$ cat src/rtl/fp_pkg.sv
// Shared definitions for the FP post-normalise/round slice: rounding modes,
// flag bit positions and the leading-zero-count width helper.
package fp_pkg;

  typedef enum logic [1:0] {
    RM_RNE = 2'b00,
    RM_RTZ = 2'b01,
    RM_RUP = 2'b10,
    RM_RDN = 2'b11
  } rm_t;

  localparam int FLAG_W    = 4;
  localparam int FLAG_OVF  = 3;
  localparam int FLAG_UNF  = 2;
  localparam int FLAG_INX  = 1;
  localparam int FLAG_ZERO = 0;

  // Bits needed to hold a count of 0..n inclusive.
  function automatic int lzc_w(input int n);
    return $clog2(n + 1);
  endfunction

endpackage

$ cat src/rtl/fp_postnorm_round_if.sv
// Upstream (unrounded result) and downstream (packed result) valid/ready
// streams of the post-normalise/round stage, grouped as one bundle.
interface fp_postnorm_round_if #(
  parameter int EXP_W = 8,
  parameter int MAN_W = 23
);
  import fp_pkg::*;

  logic                   in_valid;
  logic                   in_ready;
  logic                   in_sign;
  logic [EXP_W:0]         in_exp;
  logic [MAN_W+4:0]       in_mant;
  rm_t                    round_mode;
  logic                   out_valid;
  logic                   out_ready;
  logic [EXP_W+MAN_W:0]   out_result;
  logic [FLAG_W-1:0]      out_flags;

  modport master (
    output in_valid, in_sign, in_exp, in_mant, round_mode, out_ready,
    input  in_ready, out_valid, out_result, out_flags
  );

  modport slave (
    input  in_valid, in_sign, in_exp, in_mant, round_mode, out_ready,
    output in_ready, out_valid, out_result, out_flags
  );

endinterface

$ cat src/rtl/fp_lzc.sv
// Combinational leading-zero counter; returns W when the input is all zero.
// No state, no handshake.
module fp_lzc
  import fp_pkg::*;
#(
  parameter int W = 25
) (
  input  logic [W-1:0]          din,
  output logic [lzc_w(W)-1:0]   cnt
);

  localparam int CW = lzc_w(W);

  // Scan upward so the highest set bit is the last one to write cnt.
  always_comb begin
    cnt = CW'(W);
    for (int i = 0; i < W; i++) begin
      if (din[i]) cnt = CW'(W - 1 - i);
    end
  end

endmodule

$ cat src/rtl/fp_postnorm_round.sv
// Normalise (S1) then round/pack (S2) an unrounded FP result; 2-cycle latency,
// one result per cycle, stages stall in place when out_ready is low.
module fp_postnorm_round
  import fp_pkg::*;
#(
  parameter int EXP_W        = 8,
  parameter int MAN_W        = 23,
  parameter int FLUSH_DENORM = 1
) (
  input  logic              clk,
  input  logic              rst_n,
  fp_postnorm_round_if.slave bus
);

  localparam int MW = MAN_W + 4;            // {hidden, fraction, G, R, S}
  localparam int EW = EXP_W + 3;            // room for negative exponents
  localparam int CW = lzc_w(MAN_W + 2);
  localparam int SW = lzc_w(MAN_W + 3);
  localparam logic [EW-1:0] E_OVF = EW'((1 << EXP_W) - 1);

  logic                 in_rdy;
  logic                 s2_adv;

  logic                 s1_valid;
  logic                 s1_sign;
  rm_t                  s1_rm;
  logic [EW-1:0]        s1_e;
  logic [MW-1:0]        s1_m;
  logic                 s1_flush;
  logic                 s1_tiny;

  logic                 s2_valid;
  logic [EXP_W+MAN_W:0] s2_res;
  logic [FLAG_W-1:0]    s2_flags;

  assign s2_adv = !s2_valid || bus.out_ready;
  assign in_rdy = !s1_valid || s2_adv;

  assign bus.in_ready   = in_rdy;
  assign bus.out_valid  = s2_valid;
  assign bus.out_result = s2_res;
  assign bus.out_flags  = s2_flags;

  // ---------------- S1: normalise ----------------
  logic [MW-1:0] m_in;
  logic          carry;
  logic [CW-1:0] lz;
  logic [SW-1:0] sh;
  logic [EW-1:0] e_in, n_e, d, dc, nx_e;
  logic [MW-1:0] n_m, den_m, nx_m;
  logic          n_zero, tiny, nx_flush;

  assign m_in  = bus.in_mant[MW-1:0];
  assign carry = bus.in_mant[MW];

  fp_lzc #(.W(MAN_W + 2)) u_lzc (
    .din (m_in[MW-1:2]),
    .cnt (lz)
  );

  always_comb begin
    // Only R or S left below the counted window: shift them up to hidden.
    sh = SW'(lz);
    if (lz == CW'(MAN_W + 2)) sh = m_in[1] ? SW'(MAN_W + 2) : SW'(MAN_W + 3);

    e_in   = {2'b00, bus.in_exp};
    n_m    = m_in;
    n_e    = e_in;
    n_zero = 1'b0;
    if (carry) begin
      n_m = {bus.in_mant[MW:2], |bus.in_mant[1:0]};
      n_e = e_in + EW'(1);
    end else if (!m_in[MW-1]) begin
      if (|m_in) begin
        n_m = m_in << sh;
        n_e = e_in - EW'(sh);
      end else begin
        n_m    = '0;
        n_e    = '0;
        n_zero = 1'b1;
      end
    end

    tiny     = !n_zero && (n_e[EW-1] || (n_e == '0));
    nx_flush = tiny && (FLUSH_DENORM != 0);

    // Gradual underflow: denormalise to exponent 1 with hidden bit cleared.
    d        = EW'(1) - n_e;
    dc       = (d > EW'(MW)) ? EW'(MW) : d;
    den_m    = n_m >> dc;
    den_m[0] = den_m[0] | (|(n_m & ~({MW{1'b1}} << dc)));

    nx_m = n_m;
    nx_e = n_e;
    if (nx_flush) begin
      nx_m = '0;
      nx_e = '0;
    end else if (tiny) begin
      nx_m = den_m;
      nx_e = EW'(1);
    end
  end

  always_ff @(posedge clk or negedge rst_n) begin
    if (!rst_n) begin
      s1_valid <= 1'b0;
      s1_sign  <= 1'b0;
      s1_rm    <= RM_RNE;
      s1_e     <= '0;
      s1_m     <= '0;
      s1_flush <= 1'b0;
      s1_tiny  <= 1'b0;
    end else if (in_rdy) begin
      s1_valid <= bus.in_valid;
      if (bus.in_valid) begin
        s1_sign  <= bus.in_sign;
        s1_rm    <= bus.round_mode;
        s1_e     <= nx_e;
        s1_m     <= nx_m;
        s1_flush <= nx_flush;
        s1_tiny  <= tiny;
      end
    end
  end

  // ---------------- S2: round and pack ----------------
  logic [MAN_W:0]     sig;
  logic [MAN_W+1:0]   sum;
  logic               g, r, st, inx, inc, ovf, to_inf;
  logic [EW-1:0]      e_fin;
  logic [EXP_W-1:0]   r_exp;
  logic [MAN_W-1:0]   r_frac;
  logic [FLAG_W-1:0]  r_flags;

  always_comb begin
    sig = s1_m[MW-1:3];
    g   = s1_m[2];
    r   = s1_m[1];
    st  = s1_m[0];
    inx = g | r | st;

    inc = 1'b0;
    case (s1_rm)
      RM_RNE: inc = g & (r | st | sig[0]);
      RM_RTZ: inc = 1'b0;
      RM_RUP: inc = !s1_sign & inx;
      RM_RDN: inc = s1_sign & inx;
    endcase

    // Exponent field follows the hidden bit, so a subnormal that rounds up
    // into the hidden position becomes the smallest normal.
    sum = {1'b0, sig} + (MAN_W + 2)'(inc);
    if (sum[MAN_W+1]) begin
      e_fin  = s1_e + EW'(1);
      r_frac = '0;
    end else begin
      e_fin  = sum[MAN_W] ? s1_e : '0;
      r_frac = sum[MAN_W-1:0];
    end

    ovf    = (e_fin >= E_OVF);
    to_inf = (s1_rm == RM_RNE) || (s1_rm == RM_RUP && !s1_sign) ||
             (s1_rm == RM_RDN && s1_sign);
    r_exp  = e_fin[EXP_W-1:0];
    if (ovf) begin
      r_exp  = to_inf ? '1 : {{(EXP_W-1){1'b1}}, 1'b0};
      r_frac = to_inf ? '0 : '1;
    end

    r_flags            = '0;
    r_flags[FLAG_OVF]  = ovf;
    r_flags[FLAG_UNF]  = s1_tiny & inx;
    r_flags[FLAG_INX]  = inx | ovf;
    r_flags[FLAG_ZERO] = (r_exp == '0) && (r_frac == '0);

    if (s1_flush) begin
      r_exp              = '0;
      r_frac             = '0;
      r_flags            = '0;
      r_flags[FLAG_UNF]  = 1'b1;
      r_flags[FLAG_INX]  = 1'b1;
      r_flags[FLAG_ZERO] = 1'b1;
    end
  end

  always_ff @(posedge clk or negedge rst_n) begin
    if (!rst_n) begin
      s2_valid <= 1'b0;
      s2_res   <= '0;
      s2_flags <= '0;
    end else if (s2_adv) begin
      s2_valid <= s1_valid;
      if (s1_valid) begin
        s2_res   <= {s1_sign, r_exp, r_frac};
        s2_flags <= r_flags;
      end
    end
  end

endmodule

$ cat src/flat_wrapper.sv
// flat-port wrapper written by rule: the top's interface ports become plain ports
module fp_postnorm_round_flat import fp_pkg::*;
#(
  parameter int EXP_W        = 8,
  parameter int MAN_W        = 23,
  parameter int FLUSH_DENORM = 1
)
  (clk, rst_n, bus_in_valid, bus_in_sign, bus_in_exp, bus_in_mant, bus_round_mode, bus_out_ready, bus_in_ready, bus_out_valid, bus_out_result, bus_out_flags);
  fp_postnorm_round_if #(.EXP_W(EXP_W), .MAN_W(MAN_W)) bus_i ();
  input  logic clk;
  input  logic rst_n;
  input wire logic [$bits(bus_i.in_valid)-1:0] bus_in_valid;
  input wire logic [$bits(bus_i.in_sign)-1:0] bus_in_sign;
  input wire logic [$bits(bus_i.in_exp)-1:0] bus_in_exp;
  input wire logic [$bits(bus_i.in_mant)-1:0] bus_in_mant;
  input wire logic [$bits(bus_i.round_mode)-1:0] bus_round_mode;
  input wire logic [$bits(bus_i.out_ready)-1:0] bus_out_ready;
  output wire logic [$bits(bus_i.in_ready)-1:0] bus_in_ready;
  output wire logic [$bits(bus_i.out_valid)-1:0] bus_out_valid;
  output wire logic [$bits(bus_i.out_result)-1:0] bus_out_result;
  output wire logic [$bits(bus_i.out_flags)-1:0] bus_out_flags;
  assign bus_i.in_valid = bus_in_valid;
  assign bus_i.in_sign = bus_in_sign;
  assign bus_i.in_exp = bus_in_exp;
  assign bus_i.in_mant = bus_in_mant;
  assign bus_i.round_mode = bus_round_mode;
  assign bus_i.out_ready = bus_out_ready;
  assign bus_in_ready = bus_i.in_ready;
  assign bus_out_valid = bus_i.out_valid;
  assign bus_out_result = bus_i.out_result;
  assign bus_out_flags = bus_i.out_flags;
  fp_postnorm_round #(.EXP_W(EXP_W), .MAN_W(MAN_W), .FLUSH_DENORM(FLUSH_DENORM)) u_core (.clk(clk), .rst_n(rst_n), .bus(bus_i));
endmodule
$ cat config.mk
export PLATFORM = sky130hd
export DESIGN_NAME = fp_postnorm_round_flat
export DESIGN_NICKNAME = d
export VERILOG_FILES = /design/src/rtl/fp_pkg.sv /design/src/rtl/fp_postnorm_round_if.sv /design/src/rtl/fp_lzc.sv /design/src/rtl/fp_postnorm_round.sv /design/src/flat_wrapper.sv
export SDC_FILE = /design/constraint.sdc
export NUM_CORES = 1
export LEC_CHECK = 0
export ABC_AREA = 1
export ABC_CLOCK_PERIOD_IN_PS = 3400
export CORE_MARGIN = 1.5
export CORE_UTILIZATION = 52
export DETAILED_ROUTE_END_ITERATION = 8
export PLACE_DENSITY = 0.78
export RECOVER_POWER = 50
export SLEW_MARGIN = 20
export SYNTH_ARGS = -nofsm -noshare
export SYNTH_HDL_FRONTEND = slang
export SYNTH_SLANG_ARGS = --single-unit
export TNS_END_PERCENT = 20
$ cat constraint.sdc
create_clock -name clk -period 3.4 [get_ports clk]
set_input_delay 0.85 -clock clk [delete_from_list [all_inputs] [get_ports clk]]
set_output_delay 0.85 -clock clk [all_outputs]
set_load 0.02 [all_outputs]
==> results of run 1 <==
==> registers in the layout, indices dropped and copies added (netlist names) <==
| signal | count |
|---|---|
| u_core.s1_m | 27 |
| u_core.s1_sign | 1 |
| u_core.s1_valid | 1 |
| u_core.bus.out_valid | 1 |
| u_core.bus.out_result | 32 |
| u_core.s1_e | 11 |
| u_core.s1_tiny | 1 |
| u_core.s1_rm | 2 |
| u_core.bus.out_flags | 4 |
==> worst max-delay path by stage <==
| stage | cells after the start | to |
|---|---|---|
| floorplan | 28 | u_core.s1_m[15] |
| global placement | 42 | u_core.s1_m[12] |
| detailed placement | 41 | u_core.s1_m[12] |
| CTS | 43 | u_core.s1_m[4] |
| global route | 43 | u_core.s1_m[1] |
| finish | 26 | u_core.s1_m[0] |
==> metrics by stage <==
stage                     setup WS [ps]  TNS (ps)  area [um2]  hold slack [ps]
after detailed placement          -1770    -75820        9150              470
after global routing              -1480    -71090        9800              502
after floorplan                   -1020    -37000        6800              478
after global placement            -1610    -67380        9150              457
final                             -1150    -51090        9800              477
after CTS                         -1150    -50570        9800              484
==> synthesized netlist by cell type (11+ instances only) <==
cell type,instances
a21oi_1,47
dfrtp_1,80
clkbuf_1,30
xor2_1,16
nor2_1,75
nand4_1,18
nor3_1,20
o22ai_1,11
a22o_1,20
nand2_1,323
o21ai_0,65
inv_1,99
nand3_1,126
==> power breakdown <==
group	total [W]	leakage, nW	switching, W	internal, W
Combinational	0.00201	3.88	0.00110	0.000908
Sequential	0.00135	0.997	0.000177	0.00118
Clock	0.000872	0.130	0.000341	0.000531
==> layer usage <==
| layer | GRT usage [%] | part of all wire (%) |
|---|---|---|
| met4 | 22.0 | 5.4 |
| met5 | 0 | 0 |
| met3 | 5.55 | 6.2 |
| met1 | 45.3 | 40 |
| met2 | 65.4 | 48 |
==> layout by cell type, fill, tap and decap left out, drive strengths merged, types with 2 or more instances in the layout <==
cell	count
a21boi	2
a21o	3
a21oi	48
a22o	20
a31oi	2
a32o	2
a32oi	3
buf	228
clkbuf	16
clkdlybuf4s50	63
clkinv	2
dfrtp	80
dlygate4sd2	12
ha	10
inv	109
nand2	329
nand3	127
nand3b	2
nand4	20
nor2	78
nor3	24
nor3b	3
nor4	9
o211ai	11
o21ai	75
o221ai	2
o22ai	11
o31ai	4
or2	3
xor2	16
==> logic make-up (layout without fill, tap and decap cells) <==
kind of cell / Yosys count / in the layout
and+or+nand+nor: 596 / 596
AOI/OAI and AO/OA: 187 / 187
buffers and inverters: 157 / 432
DFF: 80 / 80
xor gates and xnor gates: 17 / 17
adders and majority gates: 11 / 11
==> cell type report <==
type,count,area (um2)
Clock buffer,15,268
Fill cell,933,2820
Inverter,112,439
Multi-Input combinational cell,811,4310
Sequential cell,80,2000
Tap cell,172,215
Timing Repair Buffer,305,2570
==> what timing repair did <==
action | 4_1_cts | 5_1_grt
setup buffers | 22 | 5
setup endpoints to repair | 70 | 71
gates resized for setup | 75 | 25
pin swaps | 39 | 16
cloned | 3 | 0
==> worst reg2reg max path: cells and delay by family, from the launching register on <==
kind	cells	cell delay [ps]
simple gates	15	2080
compound gates	5	630
fa+ha+maj	3	600
flops	1	400
buf+inv	5	400
==> summary.md, run 1 <==
| Metric | Value |
|---|---|
| Status | complete, but fails checks |
| Failing checks | max-capacitance violations, max-slew violations, negative setup slack |
| FP Rows | 41 |
| Die ar. | 0.0136 mm2 |
| Placed Instances | 1455 |
| Sequential fraction of the synthesis area | 29.9% |
| CP arrival | 4760 ps |
| Diode count | 0 |
| Simple-gate area share of the yosys netlist | 39.6% |
| DRC viols | 0 |
| Vias in the first global route | 8159 |
| # hold bufs at CTS | 0 |
| CP endpoint kind | register |
| Pins Over Slew Limit | 81 |
| Worst path top cell family by delay | buffers and inverters |
| Starting Density | 53.1% |
| HP Start | u_core.bus.out_flags[3] |
| Worst Reg-to-Reg Cells | 28 |
| Worst EP required | 3610 ps |
| Grt ovf | 0 |
| Startpoint Class | input pin |
| Fin. Hold Viols | 0 |
| WHS Path Cells | 2 |
| Post-synth EDFFs | 0 |
| Area Overhead vs Synth | 46.3% |
| Crit Reg-Reg Endpoint | u_core.bus.out_flags[0] |
| CTS tree | yes |
| Largest net degree at the start of global routing | 81 |
| Main combinational cell family by area after synthesis | simple AND/OR/NAND/NOR gates |
| Via count | 8464 |
| Slew HR | -25.7% |
| Top FF cell, synth | dfrtp_1 |
| Setup violations, final | 71 |
| Largest cells by area after synthesis | dfrtp_1, nand2_1, nand3_1 |
| Power Total | 0.00423 W |
| Async set-reset flop share out of synthesis | 100% |
| Via density | 5.66 |
| Crit. Startpoint | bus_in_mant[14] |
| Total CTS buffers | 9 |
| VDD IR max | 0.232 mV |
| Synth warn | 0 |
| Global-route wire length before repair | 40000 um |
| Areal power density over the cells | 432 mW/mm2 |
| Post-layout net count | 1374 |
| CTS max path bufs | 2 |
| RePlAce Congestion | 0.981 |
| Leak | 5.01 nW |
| CTS clk-pin slew, worst paths | 60 ps |
| Initial antenna violation count | 0 |
| Global Route Usage Sum | 38.0% |
| Syn nets | 1103 |
| # IOs | 82 |
| Slowest stage cell, crit path | clkdlybuf4s50_1 |
| DPL Wire Length | 18400 um |
| Final Core Density | 77.7% |
| RSZ-0062 raised after global routing | yes |
| Final WL | 24800 um |
| CORE AREA | 0.0126 mm2 |
| CTS Root Cell | clkbuf_16 |
| CTS H-tree depth | 3 |
| Worst path max stage delay | 510 ps |
| Die X | 117 um |
| Syn Area/Cell | 6.40 um2 |
| Critical path type | input pin to register |
| Reg2reg start | u_core.s1_rm[1] |
| Post-DRT Antenna Nets | 0 |
| Max capacitance violation total | 1 |
| Mapped Area | 0.00670 mm2 |
| Post-synth top area cell | dfrtp_1 |
| Compound-cell area share of the yosys netlist | 16.9% |
| Pre-antenna DRT Iters | 7 |
| HP Class | register to register |
| Hold Crit Endpoint | u_core.bus.out_flags[3] |
| Detailed Route Iter0 Violations | 792 |
| Critical path fanouts, max | 8 |
| Unique cell type count in the Yosys netlist | 57 |
| Post-Synth Adder-Cell Area | 2.17% |
| Fmax | 220 MHz |
| Synth Area in XOR/XNOR | 2.22% |
| Multiplexer share of the synthesized area | 0% |
| # clock sinks | 80 |
| Die Ht | 117 um |
| WL per Instance | 16.6 um |
| Final WS setup | -1150 ps |
| Yosys reg bits | 80 |
| Period utilization | 134% |
| WP buf/inv | 10 |
| Flop2flop setup slack | -790 ps |
| Final Skew | 4.41 ps |
| Clock insertion delay at the later pin of the skew report | 340 ps |
| IO buf count | 81 |
| Tmin final | 4550 ps |
| Non-Filler Instances | 1495 |
| Share of the synthesized area in the top cell type | 29.9% |
| Worst Max-Slew Pin Slew | 1890 ps |
| Share of post-route cells with drive strength above 1 | 25.0% |
| Syn Inst Count | 1048 |
No activity file was read; power rests on OpenSTA's default activity.
==> run 2: changes to the inputs <==
--- a/config.mk
+++ b/config.mk
@@ -7,7 +7,7 @@
 export LEC_CHECK = 0
 export ABC_AREA = 1
 export ABC_CLOCK_PERIOD_IN_PS = 3400
-export CORE_MARGIN = 1.5
+export CORE_MARGIN = 3
 export CORE_UTILIZATION = 52
 export DETAILED_ROUTE_END_ITERATION = 8
 export PLACE_DENSITY = 0.78
==> run 2 against run 1 <==
Fmax is 5.4% lower. Hold slack gained 19 ps. Power grew 1.2%. The flow still finishes with violations (max-capacitance violations, max-slew violations, negative setup slack). First-iteration DRC count is 25% higher. Clock-buffer cell count is 2 lower. Die area up 5.2%. Largest power group unchanged. Critical path type unchanged. Sequential power about the same. Sequential share of layout area fell by 0.39 points. Global-route usage shrank 1.1 points.
==> summary.md, run 2 (synthesis gave the netlist of run 1 again) <==
| Metric | Value |
|---|---|
| Area of the multi-input gates | 0.00434 mm2 |
| Largest register FFs | 32 |
| Die ar. | 0.0143 mm2 |
| Flop2flop setup slack | -620 ps |
| Worst EP required | 3620 ps |
| Global Route Usage Sum | 36.8% |
| WL per Instance | 17.6 um |
| HP Class | register to register |
| CTS clk-pin slew, worst paths | 60 ps |
| Worst path max stage delay | 420 ps |
| Reg2reg start | u_core.s1_rm[0] |
| Crit. Startpoint | bus_in_mant[3] |
| Critical path type | input pin to register |
| Failing checks | max-capacitance violations, max-slew violations, negative setup slack |
| IO buf count | 81 |
| Pre-CTS worst setup slack | -1810 ps |
| Most used cell, CP | nand2_1 |
| Area Overhead vs Synth | 49.1% |
| Placed Instances | 1454 |
| # clock sinks | 80 |
| Via density | 5.87 |
| Pre-antenna DRT Iters | 6 |
| Status | complete, but fails checks |
| Critical path fanouts, max | 5 |
| Starting Density | 54.4% |
| Total CTS buffers | 9 |
| Fin. Hold Viols | 0 |
| Grt ovf | 0 |
| Detailed Route Iter0 Violations | 993 |
| Final WL | 26600 um |
| Fillcell total | 859 |
| Final WS setup | -1410 ps |
| CTS max path bufs | 2 |
| # IOs | 82 |
| Final Skew | 4.95 ps |
| # hold bufs at CTS | 0 |
| Die Ht | 120 um |
| Period utilization | 142% |
| Setup violations, final | 69 |
| Startpoint Class | input pin |
| Clock insertion delay at the later pin of the skew report | 340 ps |
| CORE AREA | 0.0123 mm2 |
| Slew HR | -25.5% |
| DPL Wire Length | 18400 um |
| Post-layout net count | 1398 |
| Non-Filler Instances | 1514 |
| Largest net degree at the start of global routing | 81 |
| Worst Max-Slew Pin Slew | 1880 ps |
| Sequential Area | 0.00200 mm2 |
| DRC viols | 0 |
| Crit Reg-Reg Endpoint | u_core.bus.out_flags[0] |
| Cell Area, Placed | 0.00916 mm2 |
| Final instance area | 0.00999 mm2 |
| Slowest stage cell, crit path | fa_2 |
| Tmin final | 4810 ps |
| VDD IR max | 0.250 mV |
| Via count | 8881 |
| Die X | 120 um |
| RSZ-0062 raised after global routing | yes |
| HP Start | u_core.bus.out_result[23] |
| Global-route wire length before repair | 42300 um |
| WHS Path Cells | 1 |
| Share of post-route cells with drive strength above 1 | 26.4% |
| FP Rows | 40 |
| Pins Over Slew Limit | 81 |
| CTS tree | yes |
| CTS Root Cell | clkbuf_16 |
| Diode count | 0 |
| Post-DRT Antenna Nets | 0 |
| Initial antenna violation count | 0 |
| Max capacitance violation total | 1 |
| Hold Crit Endpoint | u_core.bus.out_result[23] |
| Commonest non-fill, non-tap cell in the layout | nand2_1 |
| Leak | 5.13 nW |
| RePlAce Congestion | 1.03 |
| CP endpoint kind | register |
| Areal power density over the cells | 429 mW/mm2 |
| CTS H-tree depth | 3 |
| Worst Reg-to-Reg Cells | 27 |
| CP arrival | 5040 ps |
| Vias in the first global route | 8530 |
| Fmax | 208 MHz |
| Commonest cells after routing, fill and taps aside | nand2_1, buf_4, nand3_1, inv_1, dfrtp_1 |
## run 2: changes by cell type in the layout (fill, tap and decap cells not counted), sizes merged
cell,change
dlygate4sd2,-2
clkinvlp,-1
clkdlybuf4s50,+1
buf,+23
inv,+2
clkdlybuf4s15,+2
clkbuf,-2
## run 2: routing by layer
layer | wire, um | share of wire, % | global-route usage [%]
met5 | 0 | 0 | 0
met4 | 1730 | 6.5 | 20.7
met3 | 2040 | 7.7 | 5.61
met2 | 13000 | 49 | 64.7
met1 | 9910 | 37 | 42.8
## run 2: where the power goes
group | switching (W) | total, W | leakage [nW] | internal (W)
combinational | 0.00114 | 0.00207 | 4.01 | 0.000928
sequential | 0.000183 | 0.00136 | 0.997 | 0.00118
clock | 0.000352 | 0.000857 | 0.126 | 0.000505
## run 2: metrics by stage
stage / utilization, % / total power [W] / setup TNS, ps / hold WS, ps
floorplan: - / 0.00232 / -37000 / 478
global placement: 74.4 / 0.00316 / -66630 / 458
detailed placement: 74.4 / 0.00323 / -76730 / 477
CTS: 80.6 / 0.00419 / -49210 / 496
global route: 81.2 / 0.00451 / -79070 / 500
finish: 81.2 / 0.00428 / -61030 / 496
## run 2: how the worst max path moves through the flow
| stage | slack, ps | end | cells after the start |
|---|---|---|---|
| floorplan | -1020 | u_core.s1_m[15] | 28 |
| global placement | -1600 | u_core.s1_m[12] | 42 |
| detailed placement | -1810 | u_core.s1_m[10] | 42 |
| CTS | -1120 | u_core.s1_m[10] | 44 |
| global route | -1640 | u_core.s1_m[6] | 44 |
| finish | -1410 | u_core.s1_m[7] | 44 |
## run 2: what timing repair did
item	in CTS	in global routing
setup buffers	40	5
resized for setup	82	24
cloned	3	0
setup endpoints to repair	71	71
pin swaps	39	25
## run 2: worst max-delay path, delay by kind of cell
family	cells	cell delay [ps]
adders and majority gates	2	570
AOI/OAI and AO/OA	7	890
and+or+nand+nor	28	2060
xor gates and xnor gates	1	150
buffers and inverters	6	510
## run 2: cell type report
cell class	instances	share of cell area (%)
repair buffers	329	27.6
multi-input cells	811	43.4
well taps	168	2.10
flip-flops and latches	80	20.0
clock buffers	13	2.50
clock inverters	1	0.0501
inverters	112	4.28
==> run 3: changes to the inputs <==
--- a/config.mk
+++ b/config.mk
@@ -7,6 +7,7 @@
 export LEC_CHECK = 0
 export ABC_AREA = 1
 export ABC_CLOCK_PERIOD_IN_PS = 3400
+export CAP_MARGIN = 5
 export CORE_MARGIN = 3
 export CORE_UTILIZATION = 52
 export DETAILED_ROUTE_END_ITERATION = 8
==> results of run 3 <==
No change in the layout: final DEF, timing and power equal those of run 2.
